[config.mk]
export PLATFORM = sky130hd
export DESIGN_NAME = if_id_fetch_unit
export DESIGN_NICKNAME = d
export VERILOG_FILES = /design/src/rtl/if_id_fetch_unit.sv
export SDC_FILE = /design/constraint.sdc
export NUM_CORES = 1
export LEC_CHECK = 0
export ABC_AREA = 1
export CORE_MARGIN = 2
export CORE_UTILIZATION = 51
export DETAILED_ROUTE_END_ITERATION = 10
export PLACE_DENSITY = 0.84
export SYNTH_ARGS = -nofsm -noshare
export SYNTH_HDL_FRONTEND = slang
export SYNTH_SLANG_ARGS = --single-unit
[constraint.sdc]
create_clock -name clk -period 10.6 [get_ports clk]
set_input_delay 2.12 -clock clk [delete_from_list [all_inputs] [get_ports clk]]
set_output_delay 2.12 -clock clk [all_outputs]
set_load 0.05 [all_outputs]
[src/rtl/if_id_fetch_unit.sv]
// IF/ID fetch unit: issues I-cache reads at the IF PC, owns the IF/ID pipeline register,
// a single-entry skid buffer for stalled responses, and drops responses killed by a redirect.
module if_id_fetch_unit #(
   parameter logic [31:0] NOP_INSTR = 32'h00000013,
   parameter int unsigned CNT_WIDTH = 16
) (
   input  logic                 clk,
   input  logic                 rst,
   input  logic [31:0]          pc_out,
   input  logic [31:0]          pc_plus4_out,
   input  logic                 stall,
   input  logic                 flush,
   input  logic                 icache_resp,
   input  logic [31:0]          icache_rdata,
   output logic                 icache_read,
   output logic [31:0]          icache_address,
   output logic                 load_pc,
   output logic [31:0]          ID_pc,
   output logic [31:0]          ID_pc_plus4,
   output logic [31:0]          ID_instr,
   output logic                 ID_valid,
   output logic [CNT_WIDTH-1:0] bubble_count
);

   localparam logic [1:0] IDLE    = 2'd0;
   localparam logic [1:0] FETCH   = 2'd1;
   localparam logic [1:0] HOLD    = 2'd2;
   localparam logic [1:0] DISCARD = 2'd3;

   logic [1:0]           state_q, state_d;
   logic [31:0]          id_pc_q, id_pc_d;
   logic [31:0]          id_pc4_q, id_pc4_d;
   logic [31:0]          id_instr_q, id_instr_d;
   logic                 id_valid_q, id_valid_d;
   logic [31:0]          buf_pc_q, buf_pc_d;
   logic [31:0]          buf_pc4_q, buf_pc4_d;
   logic [31:0]          buf_instr_q, buf_instr_d;
   logic [31:0]          disc_addr_q, disc_addr_d;
   logic [CNT_WIDTH-1:0] bubble_q;
   logic                 bubble_inc;

   always_comb begin
      state_d        = state_q;
      id_pc_d        = id_pc_q;
      id_pc4_d       = id_pc4_q;
      id_instr_d     = id_instr_q;
      id_valid_d     = id_valid_q;
      buf_pc_d       = buf_pc_q;
      buf_pc4_d      = buf_pc4_q;
      buf_instr_d    = buf_instr_q;
      disc_addr_d    = disc_addr_q;
      load_pc        = 1'b0;
      icache_read    = 1'b0;
      icache_address = pc_out;

      case (state_q)
         IDLE: state_d = FETCH;
         FETCH: begin
            icache_read = 1'b1;
            if (flush) begin
               load_pc    = 1'b1;
               id_valid_d = 1'b0;
               id_instr_d = NOP_INSTR;
               // Without a response the read must still complete; drain it in DISCARD.
               if (!icache_resp) begin
                  disc_addr_d = pc_out;
                  state_d     = DISCARD;
               end
            end else if (icache_resp) begin
               load_pc = 1'b1;
               if (!stall) begin
                  id_pc_d    = pc_out;
                  id_pc4_d   = pc_plus4_out;
                  id_instr_d = icache_rdata;
                  id_valid_d = 1'b1;
               end else begin
                  buf_pc_d    = pc_out;
                  buf_pc4_d   = pc_plus4_out;
                  buf_instr_d = icache_rdata;
                  state_d     = HOLD;
               end
            end else if (!stall) begin
               id_valid_d = 1'b0;
               id_instr_d = NOP_INSTR;
            end
         end
         HOLD: begin
            if (flush) begin
               buf_pc_d    = '0;
               buf_pc4_d   = '0;
               buf_instr_d = '0;
               id_valid_d  = 1'b0;
               id_instr_d  = NOP_INSTR;
               load_pc     = 1'b1;
               state_d     = FETCH;
            end else if (!stall) begin
               id_pc_d    = buf_pc_q;
               id_pc4_d   = buf_pc4_q;
               id_instr_d = buf_instr_q;
               id_valid_d = 1'b1;
               state_d    = FETCH;
            end
         end
         DISCARD: begin
            icache_read    = 1'b1;
            icache_address = disc_addr_q;
            id_valid_d     = 1'b0;
            id_instr_d     = NOP_INSTR;
            if (flush) load_pc = 1'b1;
            if (icache_resp) state_d = FETCH;
         end
         default: state_d = IDLE;
      endcase
   end

   assign bubble_inc = !stall && !id_valid_d && (bubble_q != {CNT_WIDTH{1'b1}});

   always_ff @(posedge clk or posedge rst) begin
      if (rst) begin
         state_q     <= IDLE;
         id_pc_q     <= '0;
         id_pc4_q    <= '0;
         id_instr_q  <= NOP_INSTR;
         id_valid_q  <= 1'b0;
         buf_pc_q    <= '0;
         buf_pc4_q   <= '0;
         buf_instr_q <= '0;
         disc_addr_q <= '0;
         bubble_q    <= '0;
      end else begin
         state_q     <= state_d;
         id_pc_q     <= id_pc_d;
         id_pc4_q    <= id_pc4_d;
         id_instr_q  <= id_instr_d;
         id_valid_q  <= id_valid_d;
         buf_pc_q    <= buf_pc_d;
         buf_pc4_q   <= buf_pc4_d;
         buf_instr_q <= buf_instr_d;
         disc_addr_q <= disc_addr_d;
         if (bubble_inc) bubble_q <= bubble_q + CNT_WIDTH'(1);
      end
   end

   assign ID_pc        = id_pc_q;
   assign ID_pc_plus4  = id_pc4_q;
   assign ID_instr     = id_instr_q;
   assign ID_valid     = id_valid_q;
   assign bubble_count = bubble_q;

endmodule

Yosys cells after proc, flatten, opt, wreduce, memory -nomap -nowiden --
Index checks and enable logic that the tools add are counted.
Storage, ports and cells: register bits after elaboration 243, bits in latches 0, bits in writable memories 0, ROM bits 0, memories 0
Operators by class: add/subtract/negate cells 1, $mul 0, div/mod/pow operators 0, magnitude comparators 0, equality and inequality tests 17, shifts and indexed selects 0, multiplexer cells 52, bitwise logic cells 1, reductions and logical operators 14
Operator list (number):
- $mux 32 | 27
- $pmux 32 s2 | 5
- $pmux 32 s3 | 1
- $add 16x1->16 const B | 1
- $ne 16x16->1 const B | 1
- $ne 2x2->1 const B | 8
- $ne 3x3->1 const B | 5
- $mux 2 | 7
- $reduce_and 5->1 | 2
- $mux 1 | 9
- $pmux 2 s4 | 1
- $reduce_and 3->1 | 2
- $reduce_and 6->1 | 1
- $eq 2x2->1 const B | 2
- $reduce_or 2->1 | 2
- $pmux 1 s3 | 1
- $reduce_bool 3->1 | 1
- $eq 2x1->1 const B | 1
- $logic_and 1x1->1 | 2
- $logic_not 1->1 | 2
- $logic_not 2->1 | 1
- $pmux 1 s2 | 1
- $reduce_bool 2->1 | 1
- $not 1->1 | 1

Logic depth before layout (Yosys ltp) --
depth after elaboration 7, mapped depth 10, depth with buffers taken out 8

Worst setup path after synthesis --
Ideal clock, no wire load.
kind input to output, start point input port icache_resp, end point output port load_pc, data arrival time 3361 ps, data required time 8480 ps, slack 5119 ps, stages on the path 5, path buffers 1, cell sequence inv_1 > nor2_1 > clkbuf_1 > nor2_1 > nor2_1
On the way: cells in the longest elaborated chain, start to end 3
Ends and longest elaborated chain:
- start: declaration | line 13 | input logic icache_resp,
- $mux 1 | line 69 | end else if (icache_resp) begin
- $mux 1 | line 60 | if (flush) begin
- $pmux 1 s2 | line 56 | case (state_q)
- end: declaration | line 17 | output logic load_pc,
No other way between the ends.

Final worst setup path --
Ends and elaborated chain as after synthesis.

==> flow_summary.json <==
{
  "numCtsBuffers": 27,
  "hpwl_mm": 18.9,
  "yosys.area_share.simple": 0.287,
  "synthesis.area_sq_um": 11300,
  "dp_cells": 1862,
  "fin_skew_ns": 0.0145,
  "synthXorXnorAreaFrac": 0.00543,
  "fill_cells": 1767,
  "ctsHoldBuffers": 0,
  "synthArstFlopShare": 1.00,
  "layout_min_cycle_time_ns": 6.03,
  "critPathSlowestCell": "clkdlybuf4s50_1",
  "holdWs_ns": 0.476,
  "avgSynthCellArea_sq_um": 7.97,
  "routed-via-count": 10200,
  "critical_path_class": "primary input to output pin",
  "wire_per_inst_microns": 16.0,
  "post_drt_via_cell_ratio": 5.35,
  "synth-adder-area-share": 0.00111,
  "die_area_sq_um": 23300,
  "max_slew.worst_pin.slew_ns": 1.12,
  "crit_path_start": "icache_resp",
  "grt_start_max_net_pins": 115,
  "setup_tns_ns": 0,
  "setup_viol": 0,
  "regArea_sq_um": 6080,
  "maxCapViolCount": 0,
  "ant_nets": 0,
  "path_clk_slew_ns": 0.06,
  "fp.dieW_microns": 153,
  "synth_edf_count": 0,
  "gp_congestion": 0.908,
  "fin_cells": 1908,
  "synth_warnings": 0,
  "final_cell_mix": "nand2_1 (595), clkdlybuf4s50_1 (247), dfrtp_1 (240)",
  "fin_util": 0.669,
  "critPathMaxStageDelay_ns": 0.83,
  "layout_commonest_cell": "nand2_1",
  "finalCritPeriodShare": 0.569,
  "yosysTopAreaCellShare": 0.532,
  "cts_tree": "yes",
  "dpl_cell_area_sq_um": 13700,
  "grt_pass1_wl_mm": 50.5,
  "grt_usage": 0.259,
  "grt_pass1_vias": 9810,
  "nets": 1713,
  "synth_mux_area_frac": 0,
  "cts_num_sinks": 243,
  "ys.flop_type": "dfrtp_1",
  "overflow": 0,
  "die_h_microns": 153,
  "clk_latency_ns": 0.53,
  "core_sq_um": 21800,
  "clockBufferDepth": 3,
  "slew_viol_final": 0,
  "post_cts_buffers": 0,
  "required_ns": 8.48,
  "ios": 248,
  "max_slew_margin": 0.253,
  "yosysTopAreaCell": "dfrtp_1",
  "synth_compound_area_frac": 0.103,
  "synth-seq-cells": 243,
  "p_leak_nw": 7.13,
  "start_util": 0.519,
  "rsz0062_at_grt": "no",
  "yosysUniqueCellTypes": 29,
  "num_rows": 54,
  "setup.worst_path.end_class": "output pin",
  "startpoint_type": "primary input",
  "rr_startpoint": "state_q[1]$_DFFE_PP0P_",
  "critPathMaxFanout": 6,
  "layout-drive-gt1-share": 0.0412,
  "max_freq_mhz": 166,
  "yosys-top-cells-area": "dfrtp_1 (53%), nand2_1 (20%), nand3_1 (5.9%)",
  "port_buffers": 247,
  "firstDrtPassIters": 5,
  "critPathArrivalTime_ns": 3.91,
  "syn_to_final_growth_pct": 28.9,
  "hold_path_class": "flip-flop to flip-flop",
  "wl_mm": 30.6,
  "min_from": "ID_instr[1]$_DFFE_PP1P_",
  "drc_errors": 0,
  "synthCells": 1417,
  "clockRootBuffer": "clkbuf_16",
  "hold_violations": 0,
  "stdcell_area_sq_um": 14500,
  "synth_top_family_by_area": "simple AND/OR/NAND/NOR gates",
  "crit_chain": "clkdlybuf4s50_1, inv_1, nor2_2, nor2_1, nor2_1, clkdlybuf4s50_1",
  "multiInputGateArea_sq_um": 4500,
  "drt_iter0_drc": 634,
  "outcome": "completed",
  "syn_nets": 1519,
  "vdd_ir_drop_max_v": 0.000195,
  "antenna_found_initial": 0,
  "antenna_cells": 0,
  "h-tree-depth": 1,
  "ys_seq_area_frac": 0.539,
  "power_density_nw_per_um2": 327,
  "post_cts_resized": 0
}
power breakdown:
| part | total (mW) | internal, mW | switching, mW |
|---|---|---|---|
| Combinational | 2.31 | 0.705 | 1.61 |
| Sequential | 1.57 | 1.34 | 0.229 |
| Clock | 0.875 | 0.513 | 0.361 |
| Total | 4.75 | 2.55 | 2.20 |
worst max-delay path, delay by kind of cell:
family / cells / cell delay, ns
buffers and inverters: 3 / 1.44
AND/OR/NAND/NOR: 3 / 0.34
layout make-up:
cell class / instances / area share
Sequential cell: 243 / 0.418
Tap cell: 280 / 0.0241
Multi-Input combinational cell: 1021 / 0.310
Clock buffer: 41 / 0.0521
Timing Repair Buffer: 259 / 0.176
Clock inverter: 5 / 0.00387
Inverter: 59 / 0.0158
state kept, by name, summed over array words and instances (netlist names):
| register | count |
|---|---|
| ID_instr | 32 |
| disc_addr_q | 32 |
| bubble_count | 16 |
| ID_valid | 1 |
| ID_pc_plus4 | 32 |
| buf_instr_q | 32 |
| state_q | 2 |
| buf_pc4_q | 32 |
| buf_pc_q | 32 |
| ID_pc | 32 |
routing by layer:
| layer | GRT usage | share of wire |
|---|---|---|
| met2 | 0.410 | 0.46 |
| met1 | 0.360 | 0.43 |
| met5 | 0 | 0 |
| met3 | 0.0529 | 0.076 |
| met4 | 0.0882 | 0.033 |
synth_stat cells (3+ instances only):
library cell and n:
a31oi_1 29, buf_1 7, buf_2 29, buf_4 8, buf_6 12, clkbuf_1 37
dfrtp_1 240, dfstp_2 3, inv_1 55, inv_2 3, nand2_1 596, nand3_1 132
nand3_2 4, nand4_1 7, nor2_1 54, o21ai_0 75, o21ai_1 88, o21bai_1 16
o221ai_1 3, xor2_1 7
through the flow:
stage	worst slack, ns	power [mW]
after floorplan	1.81	3.18
after global placement	4.57	3.83
after detailed placement	4.59	3.89
after CTS	4.57	4.78
after global routing	4.49	5.03
final	4.57	4.75
worst paths after layout:
path | endpoint | slack (ns) | cells past startpoint
min reg2reg | ID_instr[1]$_DFFE_PP1P_ | 0.48 | 2
min | ID_instr[1]$_DFFE_PP1P_ | 0.48 | 2
max | load_pc | 4.57 | 6
min in group asynchronous | ID_pc[12]$_DFFE_PP0P_ | 2.12 | 2
max reg2reg | buf_pc_q[24]$_DFFE_PP0P_ | 6.52 | 7
max in group asynchronous | disc_addr_q[2]$_DFFE_PP0P_ | 7.01 | 3
cells by family after synthesis:
group                    Yosys count
flip-flops                       243
adder cells (fa/ha/maj)            1
AO/OA/AOI/OAI                    213
AND/OR/NAND/NOR                  800
buffers and inverters            153
XOR/XNOR                           7
Note: power is estimated with default switching activity, not from simulation.
